`src/rtl/flappy_pkg.sv`:
```
// Shared game definitions: state encoding, screen/tube/bird geometry and
// the BCD score helpers used by the collision/score block.
package flappy_pkg;

   typedef enum logic [1:0] {
      IDLE = 2'd0,
      RUN  = 2'd1,
      DEAD = 2'd2
   } game_state_t;

   localparam int NUM_TUBES = 3;

   // Geometry is carried as 12-bit unsigned so sums never wrap.
   localparam logic [11:0] SCREEN_WIDTH  = 12'd1024;
   localparam logic [11:0] SCREEN_HEIGHT = 12'd768;
   localparam logic [11:0] TUBE_WIDTH    = 12'd60;
   localparam logic [11:0] GAP_HEIGHT    = 12'd600;
   localparam logic [11:0] BIRD_X        = 12'd200;
   localparam logic [11:0] BIRD_SIZE     = 12'd32;
   localparam logic [4:0]  DEAD_FRAMES   = 5'd30;

   // Add one to a 3-digit BCD value, sticking at 999.
   function automatic logic [11:0] bcd_inc(input logic [11:0] v);
      logic [11:0] r;
      r = v;
      if (v != 12'h999) begin
         if (r[3:0] == 4'd9) begin
            r[3:0] = 4'd0;
            if (r[7:4] == 4'd9) begin
               r[7:4]  = 4'd0;
               r[11:8] = r[11:8] + 4'd1;
            end else begin
               r[7:4] = r[7:4] + 4'd1;
            end
         end else begin
            r[3:0] = r[3:0] + 4'd1;
         end
      end
      return r;
   endfunction

   // Add 0..3 to a BCD score with saturation at 999.
   function automatic logic [11:0] bcd_add(input logic [11:0] v, input logic [1:0] n);
      logic [11:0] r;
      r = v;
      for (int i = 0; i < 3; i++) begin
         if (i < int'(n)) r = bcd_inc(r);
      end
      return r;
   endfunction

endpackage

```
`src/rtl/tube_hit_check.sv`:
```
// Combinational geometry check of the bird box against one tube.
// Time-shared by the top across all tubes.
module tube_hit_check
   import flappy_pkg::*;
(
   input  logic [10:0] tube_x,
   input  logic [10:0] gap_y,
   input  logic [10:0] bird_y,
   output logic        collide,
   output logic        pass_cond,
   output logic        wrap_cond
);

   logic [11:0] tx;
   logic [11:0] gy;
   logic [11:0] by;
   logic        h_overlap;
   logic        v_safe;

   assign tx = {1'b0, tube_x};
   assign gy = {1'b0, gap_y};
   assign by = {1'b0, bird_y};

   // tube_x is the exclusive right edge; compare against widened bird span
   // instead of subtracting tube coordinates.
   assign h_overlap = (BIRD_X < tx) && ((BIRD_X + BIRD_SIZE + TUBE_WIDTH) > tx);
   assign v_safe    = (by >= gy) && ((by + BIRD_SIZE) <= (gy + GAP_HEIGHT));

   assign collide   = h_overlap && !v_safe;
   assign pass_cond = (tx <= BIRD_X);
   assign wrap_cond = (tx > (BIRD_X + BIRD_SIZE));

endmodule

```
`src/rtl/tube_collision_score.sv`:
```
// Per-frame collision evaluation, game state machine and BCD score.
// A frame_tick snapshots the inputs, three cycles check one tube each,
// and the fifth cycle commits state/score/pass flags.
module tube_collision_score
   import flappy_pkg::*;
(
   input  logic        clk,
   input  logic        rst_n,
   input  logic        game_rst,
   input  logic        frame_tick,
   input  logic        flap,
   input  logic [10:0] bird_y,
   input  logic [10:0] tube_x [2:0],
   input  logic [10:0] gap_y [2:0],
   output logic [1:0]  game_state,
   output logic        hit,
   output logic        score_pulse,
   output logic [11:0] score_bcd,
   output logic        restart_req
);

   game_state_t state;
   logic        busy;
   logic [1:0]  phase;
   logic [10:0] snap_bird_y;
   logic [10:0] snap_tube_x [2:0];
   logic [10:0] snap_gap_y [2:0];
   logic        coll_acc;
   logic [2:0]  pass_req;
   logic [2:0]  wrap_req;
   logic [2:0]  passed;
   logic [4:0]  dead_cnt;
   logic [1:0]  chk_idx;
   logic        collide;
   logic        pass_cond;
   logic        wrap_cond;
   logic        bounds_hit;
   logic        commit;
   logic [1:0]  pass_cnt;

   assign game_state = state;
   assign chk_idx    = (phase == 2'd3) ? 2'd0 : phase;
   assign commit     = busy && (phase == 2'd3);
   assign bounds_hit = (({1'b0, snap_bird_y}) + BIRD_SIZE) > SCREEN_HEIGHT;
   assign pass_cnt   = {1'b0, pass_req[0]} + {1'b0, pass_req[1]} + {1'b0, pass_req[2]};

   tube_hit_check u_check (
      .tube_x    (snap_tube_x[chk_idx]),
      .gap_y     (snap_gap_y[chk_idx]),
      .bird_y    (snap_bird_y),
      .collide   (collide),
      .pass_cond (pass_cond),
      .wrap_cond (wrap_cond)
   );

   // Per-tube input snapshot taken on an accepted frame_tick.
   for (genvar gi = 0; gi < NUM_TUBES; gi++) begin : g_snap
      always_ff @(posedge clk or negedge rst_n) begin
         if (!rst_n) begin
            snap_tube_x[gi] <= '0;
            snap_gap_y[gi]  <= '0;
         end else if (game_rst) begin
            snap_tube_x[gi] <= '0;
            snap_gap_y[gi]  <= '0;
         end else if (frame_tick && !busy) begin
            snap_tube_x[gi] <= tube_x[gi];
            snap_gap_y[gi]  <= gap_y[gi];
         end
      end
   end

   // Evaluation sequencer, pass flags, game FSM and score.
   always_ff @(posedge clk or negedge rst_n) begin
      if (!rst_n) begin
         state       <= IDLE;
         busy        <= 1'b0;
         phase       <= 2'd0;
         snap_bird_y <= '0;
         coll_acc    <= 1'b0;
         pass_req    <= '0;
         wrap_req    <= '0;
         passed      <= '0;
         dead_cnt    <= '0;
         score_bcd   <= '0;
         hit         <= 1'b0;
         score_pulse <= 1'b0;
         restart_req <= 1'b0;
      end else if (game_rst) begin
         state       <= IDLE;
         busy        <= 1'b0;
         phase       <= 2'd0;
         snap_bird_y <= '0;
         coll_acc    <= 1'b0;
         pass_req    <= '0;
         wrap_req    <= '0;
         passed      <= '0;
         dead_cnt    <= '0;
         score_bcd   <= '0;
         hit         <= 1'b0;
         score_pulse <= 1'b0;
         restart_req <= 1'b0;
      end else begin
         hit         <= 1'b0;
         score_pulse <= 1'b0;
         restart_req <= 1'b0;

         if (frame_tick && (state == DEAD) && (dead_cnt != DEAD_FRAMES))
            dead_cnt <= dead_cnt + 5'd1;

         if (!busy) begin
            if (frame_tick) begin
               busy        <= 1'b1;
               phase       <= 2'd0;
               snap_bird_y <= bird_y;
               coll_acc    <= 1'b0;
               pass_req    <= '0;
               wrap_req    <= '0;
            end
         end else if (!commit) begin
            coll_acc        <= coll_acc | collide;
            pass_req[phase] <= pass_cond && !passed[phase];
            wrap_req[phase] <= wrap_cond;
            phase           <= phase + 2'd1;
         end else begin
            busy   <= 1'b0;
            passed <= (passed | pass_req) & ~wrap_req;
         end

         case (state)
            IDLE: begin
               if (flap) state <= RUN;
            end
            RUN: begin
               if (commit) begin
                  if (coll_acc || bounds_hit) begin
                     state    <= DEAD;
                     hit      <= 1'b1;
                     dead_cnt <= '0;
                  end else if (pass_cnt != 2'd0) begin
                     score_bcd   <= bcd_add(score_bcd, pass_cnt);
                     score_pulse <= 1'b1;
                  end
               end
            end
            DEAD: begin
               if (flap && (dead_cnt == DEAD_FRAMES)) begin
                  state       <= IDLE;
                  restart_req <= 1'b1;
               end
            end
            default: state <= IDLE;
         endcase
      end
   end

endmodule
```
`config.mk`:
```
export PLATFORM = sky130hd
export DESIGN_NAME = tube_collision_score
export DESIGN_NICKNAME = d
export VERILOG_FILES = /design/src/rtl/flappy_pkg.sv /design/src/rtl/tube_hit_check.sv /design/src/rtl/tube_collision_score.sv
export SDC_FILE = /design/constraint.sdc
export NUM_CORES = 1
export LEC_CHECK = 0
export BUFFER_PORTS_ARGS = -buffer_cell sky130_fd_sc_hd__buf_2
export CAP_MARGIN = 20
export CORE_ASPECT_RATIO = 0.75
export CORE_MARGIN = 3
export CORE_UTILIZATION = 55
export CTS_BUF_LIST = sky130_fd_sc_hd__clkbuf_4 sky130_fd_sc_hd__clkbuf_8 sky130_fd_sc_hd__clkbuf_16
export DETAILED_ROUTE_END_ITERATION = 10
export GPL_TIMING_DRIVEN = 1
export PLACE_DENSITY = 0.81
export SLEW_MARGIN = 5
export SYNTH_ARGS = -nofsm -noshare
export SYNTH_HDL_FRONTEND = slang
export SYNTH_HIERARCHICAL = 1
export SYNTH_SLANG_ARGS = --single-unit
export TNS_END_PERCENT = 10
```
`constraint.sdc`:
```
create_clock -name clk -period 11.2 [get_ports clk]
set_input_delay 1.12 -clock clk [delete_from_list [all_inputs] [get_ports clk]]
set_output_delay 1.12 -clock clk [all_outputs]
set_load 0.02 [all_outputs]
```
==> run_results.csv, run 1 <==
group,metric,value,unit
placed_design,finalWeightedCongestion,0.9701,
critical_path,worst-r2r-cell-count,16,
grt,gr-total-overflow,0,
logic_synthesis,synth_async_sr_flop_share,100.0,%
grt,grt_start_max_net_pins,77,
critical_path,worst-path-max-fanout,6,
finish,share_of_cells_above_drive_strength_1,19.53,%
cts,cts_htree_levels,3,
logic_synthesis,yosysUniqueCellTypes,88,
logic_synthesis,postSynthNetCount,855,
cts,cts_inserted_buffers,9,
pwr,switching_power,246.7,µW
logic_synthesis,postSynthRegisterBits,112,
timing,report.final.hold_viol_count,0,
cts,cts_tree,"built",
logic_synthesis,syn_area_per_cell,9.825,µm²
cts,clock_latency,0.35,ns
critical_path,cp_top_family,"simple AND/OR/NAND/NOR gates",
finish,multiInputGateArea,4049,µm²
grt,grt_first_pass_wirelength,29480,µm
floorplanning,core.rowCount,35,
timing,min_period,4.609,ns
finish,ff_latch_area,2803,µm²
timing,layout_worst_path_cycle_share,41.15,%
logic_synthesis,synth_enable_flop_cells,0,
floorplanning,i_o_pin_count,99,
grt,grt_pass1_vias,6023,
finish,layout.core_utilization,64.44,%
grt,grt_use_total,24.98,%
logic_synthesis,synth-seq-area-share,39.29,%
detailed_routing,wl_per_cell,18.02,µm
critical_path,critical-path-slowest-cell,"fa_1",
timing,timing_worst_slew_pin_value,0.8615,ns
pwr,leakage,0.003621,µW
worst_hold_path,holdCritPathClass,"reg -> reg",
logic_synthesis,synth.yosys.warnings,6,
pwr,share_of_total_power_consumed_by_net_switching,27.33,%
detailed_routing,wirelength,17570,µm
critical_path,crit_path_end,"score_bcd[4]",
cts,cts_setup_buffers,0,
status,outcome,"finished, final reports clean",
placed_design,place.detailed.hpwl,12870,µm
worst_hold_path,hold_depth,1,
detailed_routing,vias,6088,
timing,timing.clock.skew,0.008686,ns
timing,setup_total_negative_slack,0,ns
worst_hold_path,timing.hold.worst.start,"wrap_req[0]",
placed_design,number_of_i_o_port_buffers,98,
critical_path,critical_path.max_stage_delay,0.68,ns
cts,post_cts_resized,0,
cts,hold_buffers,0,
logic_synthesis,yosys_most_used_dff,"dfrtp_1",
pwr,pwr_density_cell,112.2,nW/µm²
pwr,comb_power_share,14.7,%
critical_path,timing.critical_path.from_type,"register",
detailed_routing,route.antenna.remaining_nets,0,
pwr,totalPowerFinal,902.7,µW
pwr,pwr-share-clk,36.9,%
finish,areaGrowthSynthToFinish,12.75,%
critical_path,critical_path_class,"reg -> reg",
finish,net_count_reported_at_finish,933,
critical_path,critical_path.cell_chain,"inv_1 > fa_1 > and2_1 > nor3_1 > a21oi_1 > ha_1 > nor2b_1 > nand2_1 > nor2_2 > nand3_1 > xnor2_1 > ha_1 > nand3_1 > o31ai_2 > mux2i_1 > a211oi_1",
floorplanning,die_area,14390,µm²
critical_path,rrSetupSlack,6.59,ns
logic_synthesis,synth_area,7133,µm²
floorplanning,die_span_y,104.6,µm
floorplanning,dieWidth,137.5,µm
pwr,power_report.internal_total,656.0,µW
placed_design,dp.cells,959,
detailed_routing,drc_errors,0,
finish,fill_cells,1006,
timing,unrepaired_setup_endpoints_after_global_routing,"false",
critical_path,crit-reg2reg-capture,"score_bcd[4]",
cts,clk_pin_slew_worst_paths,0.08,ns
critical_path,critPathArrivalTime,4.87,ns
critical_path,critical_path.n_buffers_inverters,1,
logic_synthesis,syn_inst,726,
grt,antenna_found_initial,0,
timing,relative_slew_slack,42.56,%
flow_run,max-cap-violations,0,
cts,clk_root_buffer_cell,"clkbuf_16",
pwr,sequentialPowerShare,48.4,%
detailed_routing,drtIter0Drc,529,
critical_path,number_of_cells_on_the_critical_path,16,
critical_path,startpoint_of_the_most_critical_setup_path,"pass_req[0]",
cts,clock_tree.buffer_depth,2,
floorplanning,core_area,12480,µm²
finish,antennaDiodeCount,0,
detailed_routing,detailedRoute.firstPassIterationCount,5,
timing,max_freq,217.0,MHz
critical_path,worst_setup_path_end_kind,"register",
timing,setup_viol_count_final,0,
finish,finalNonFillerCells,975,
timing,worst_slack,6.591,ns
cts,tritoncts_num_sinks,112,
placed_design,pre_cts_slack,6.714,ns
critical_path,worstPathRequired,11.46,ns
detailed_routing,via_per_inst,6.244,
critical_path,timing.rr.start,"pass_req[0]",
pwr,ir_worst_vdd,0.1056,mV
floorplanning,initial_core_util,57.15,%
timing,slew_viol_final,0,
## cell usage after synthesis (4+ instances only)
library cell	instances	area, µm²
a22o_1	76	665.6
nor2b_1	9	56.30
mux2i_1	31	310.3
buf_1	6	22.52
clkbuf_1	25	93.84
a32o_1	5	50.05
nor2_1	38	142.6
inv_1	36	135.1
a22oi_1	4	30.03
nor3_1	15	75.07
nand3b_1	4	30.03
and3_1	4	25.02
nand2_1	54	202.7
o31ai_1	4	30.03
nand3_1	19	95.09
and2_1	8	50.05
o21a_1	5	37.54
o21ai_0	50	250.2
dfrtp_1	112	2803
nand2b_1	5	31.28
a31oi_1	5	31.28
ha_1	46	575.6
xor2_1	13	113.9
a211oi_1	8	60.06
a21oi_1	30	150.1
nand4_1	13	81.33
xnor2_1	12	105.1
## sequential cells by signal (all words and copies together), names as in the netlist
signal	count
snap_gap_y	33
snap_tube_x	33
score_bcd	12
snap_bird_y	11
dead_cnt	5
pass_req	3
passed	3
wrap_req	3
game_state	2
phase	2
busy	1
coll_acc	1
hit	1
restart_req	1
score_pulse	1
## worst min path at each step
stage / end / slack [ns]
after floorplan: passed[0] / 0.43
after global placement: passed[1] / 0.44
after detailed placement: passed[0] / 0.44
after CTS: passed[0] / 0.45
after global routing: passed[2] / 0.50
final: passed[0] / 0.46
## cells by family after synthesis
kind of cell,Yosys count,share of synthesized area (%)
XOR/XNOR,25,3.070
flip-flops,112,39.29
buffers and inverters,73,4.210
AO/OA/AOI/OAI,233,24.50
multiplexers,37,5.595
adder cells (fa/ha/maj),47,8.349
AND/OR/NAND/NOR,199,14.98
## power groups by stage
stage / clock (µW) / sequential (µW) / combinational (µW)
final: 333 / 437 / 133
after detailed placement: 0 / 444 / 131
after floorplan: 0 / 440 / 84.4
after CTS: 337 / 436 / 132
after global routing: 354 / 439 / 148
after global placement: 0 / 443 / 127
## layer usage
layer | up-vias | wire [µm] | track usage, %
li1 | 2865 | - | -
met1 | 3010 | 8282 | 37.27
met2 | 196 | 8158 | 39.00
met3 | 17 | 994 | 4.283
met4 | 0 | 136 | 3.775
met5 | - | 0 | 0
## per-stage QoR
stage	hold WS [ns]	instance area, µm²
floorplan	0.4257	7133
CTS	0.4504	8043
finish	0.4602	8043
global route	0.4965	8043
global placement	0.4417	7732
detailed placement	0.4436	7732
## cell type report
class	instances	share of cell area, %
Clock buffer	10	2.894
Clock inverter	6	0.9645
Inverter	36	1.680
Multi-Input combinational cell	541	50.34
Sequential cell	112	34.85
Tap cell	166	2.582
Timing Repair Buffer	104	6.689
## placed cells by master, fill, tap and decap left out, types with 7 or more instances in the layout
cell	n
o21ai_0	50
buf_2	97
a211oi_1	8
ha_1	46
a22o_1	76
nand3_1	19
nor2b_1	9
xnor2_1	12
dfrtp_1	112
nor3_1	15
mux2i_1	31
nand4_1	13
nand2_1	54
and2_1	8
nor2_1	37
a21oi_1	29
clkbuf_16	9
buf_4	7
xor2_1	13
inv_1	36
No activity file was read; power rests on OpenSTA's default activity.
==> inputs of run 2 (changes only) <==
- clock period: 11.2 -> 4.3 ns (I/O delays scaled with it)
==> run 2 against run 1 <==
  * Register-to-register slack got worse by 6.4 ns
  * Combinational power increased to 2.8 times the previous value
  * Power increased to 2.7 times the previous value
  * Clock power increased to 2.7 times the previous value
  * Die area unchanged
  * Via count increased by 4.2%
  * Final area increased by 2.8%
  * Non-clock buffer count increased by 17
  * Wire length increased by 12%
  * Core utilization increased by 1.8 points
==> run_results.csv, run 2 (synthesis results as in run 1) <==
group,metric,value,unit
status,outcome,"finished, final reports clean",
timing,setup_viol_count_final,0,
critical_path,timing.critical_path.from_type,"register",
timing,max_freq,243.0,MHz
pwr,power_report.internal_total,1724,µW
finish,areaGrowthSynthToFinish,15.93,%
pwr,switching_power,674.8,µW
placed_design,place.detailed.hpwl,14290,µm
finish,layout_top_registers,"snap_gap_y (33), snap_tube_x (33), score_bcd (12)",
timing,worst_hold_slack,0.2092,ns
grt,grt_start_max_net_pins,78,
pwr,pwr_density_cell,290.0,nW/µm²
detailed_routing,drtIter0Drc,647,
detailed_routing,route.antenna.remaining_nets,0,
finish,share_of_cells_above_drive_strength_1,23.12,%
pwr,share_of_total_power_consumed_by_net_switching,28.14,%
critical_path,critical_path.most_common_cell,"inv_1",
cts,clock_tree.buffer_depth,2,
timing,min_period,4.115,ns
floorplanning,core.rowCount,35,
critical_path,cp_top_family,"adder cells",
detailed_routing,detailedRoute.firstPassIterationCount,6,
critical_path,critical-path-slowest-cell,"fa_2",
detailed_routing,vias,6344,
critical_path,critPathArrivalTime,4.38,ns
cts,cts_htree_levels,3,
flow_run,max-cap-violations,0,
floorplanning,die_span_y,104.6,µm
placed_design,number_of_i_o_port_buffers,98,
detailed_routing,drc_errors,0,
timing,worst_slack,0.1852,ns
floorplanning,initial_core_util,57.15,%
pwr,ir_worst_vdd,0.2333,mV
placed_design,pre_cts_slack,0.003923,ns
cts,clock_latency,0.36,ns
grt,grt_use_total,27.35,%
critical_path,worst_setup_path_end_kind,"register",
detailed_routing,via_per_inst,6.395,
timing,layout_worst_path_cycle_share,95.69,%
pwr,pwr-share-clk,36.9,%
timing,timing.clock.skew,0.01339,ns
timing,report.final.hold_viol_count,0,
floorplanning,core_area,12480,µm²
cts,cts_tree,"built",
finish,most-common-layout-cells,"dfrtp_1 (110), buf_2 (97), a22o_1 (76)",
finish,ff_latch_area,2805,µm²
worst_hold_path,holdCritPathClass,"in -> async",
cts,clk_pin_slew_worst_paths,0.08,ns
critical_path,critical_path.max_stage_delay,0.55,ns
grt,grt_pass1_vias,6240,
critical_path,critical_path.n_buffers_inverters,3,
cts,cts_inserted_buffers,9,
timing,timing_worst_slew_pin_value,0.9709,ns
critical_path,critical_path_class,"reg -> reg",
timing,relative_slew_slack,35.28,%
critical_path,critical_path.cell_chain,"inv_1 > fa_2 > nand2_4 > nand4_1 > xor2_1 > inv_1 > ha_1 > nand2_1 > mux2i_2 > nand4_1 > o211ai_1 > inv_1 > ha_1 > nand3_2 > o21ba_4 > o211ai_4 > mux2_4 > a211oi_2",
placed_design,finalWeightedCongestion,0.9986,
timing,unrepaired_setup_endpoints_after_global_routing,"true",
floorplanning,i_o_pin_count,99,
cts,hold_buffers,0,
timing,slew_viol_final,0,
cts,tritoncts_num_sinks,112,
detailed_routing,wl_per_cell,19.85,µm
finish,fill_cells,987,
cts,clk_root_buffer_cell,"clkbuf_16",
grt,gr-total-overflow,0,
pwr,sequentialPowerShare,47.5,%
finish,net_count_reported_at_finish,950,
pwr,leakage,0.003707,µW
detailed_routing,wirelength,19690,µm
floorplanning,die_area,14390,µm²
grt,grt_first_pass_wirelength,31710,µm
critical_path,worstPathRequired,4.57,ns
finish,antennaDiodeCount,0,
grt,antenna_found_initial,0,
finish,final_common_cell,"dfrtp_1",
finish,multiInputGateArea,4128,µm²
floorplanning,dieWidth,137.5,µm
critical_path,worst-path-max-fanout,9,
pwr,comb_power_share,15.5,%
-- run 2: changes by cell type in the layout (fill, tap and decap cells not counted), sizes merged --
| cell | delta |
|---|---|
| buf | +17 |
| clkinv | -2 |
| clkinvlp | +1 |
| inv | +1 |
-- run 2: worst paths after layout --
path	start	to	slack [ns]	depth (start not counted)
setup / recovery	pass_req[0]	score_bcd[9]	0.19	18
hold / removal	rst_n	snap_tube_x[25]	0.21	1
setup reg to reg	pass_req[0]	score_bcd[9]	0.19	18
hold reg to reg	wrap_req[1]	passed[1]	0.46	1
max in group asynchronous	rst_n	snap_gap_y[17]	3.03	2
min in group clk	tube_x[10]	snap_tube_x[10]	0.28	2
-- run 2: metrics by stage --
stage	power [µW]	util [%]	cell area [µm²]	instances	TNS [ns]
6_report	2398	66.26	8269	992	0
5_1_grt	2489	66.26	8269	992	-0.02817
4_1_cts	2389	65.38	8160	988	0
3_5_place_dp	1510	62.74	7830	972	0
3_3_place_gp	1484	62.74	7830	972	0
2_1_floorplan	1365	-	7133	726	0
-- run 2: power by group through the flow --
stage                     sequential [µW]  clock, µW  combinational [µW]
after floorplan                      1150          0                 220
after global placement               1150          0                 330
after detailed placement             1160          0                 351
after CTS                            1140        891                 360
after global routing                 1150        936                 408
final                                1140        886                 373
-- run 2: per-layer routing --
metal	wire [µm]	GRT usage, %	up-vias
li1	-	-	2897
met1	8853	39.78	3171
met2	9084	41.89	242
met3	1411	6.015	34
met4	338	6.197	0
met5	0	0	-
-- run 2: worst reg2reg max path: stages, from the launching register on --
cell	delay (ns)
dfrtp_1	0.38
inv_1	0.08
fa_2	0.55
nand2_4	0.18
nand4_1	0.23
xor2_1	0.22
inv_1	0.13
ha_1	0.19
nand2_1	0.07
mux2i_2	0.25
nand4_1	0.20
o211ai_1	0.32
inv_1	0.10
ha_1	0.20
nand3_2	0.08
o21ba_4	0.20
o211ai_4	0.11
mux2_4	0.33
a211oi_2	0.20
-- run 2: layout make-up --
type,count,area share [%]
multi-input cells,541,49.92
clock inverters,6,0.9986
clock buffers,10,2.814
repair buffers,121,8.201
well taps,166,2.512
flip-flops and latches,112,33.92
inverters,36,1.634
-- run 2: what timing repair did --
action | 4_1_cts | 5_1_grt
buffers inserted | 0 | 3
pin swaps | 0 | 4
endpoints found under the setup margin | 3 | 11
resized for setup | 6 | 19
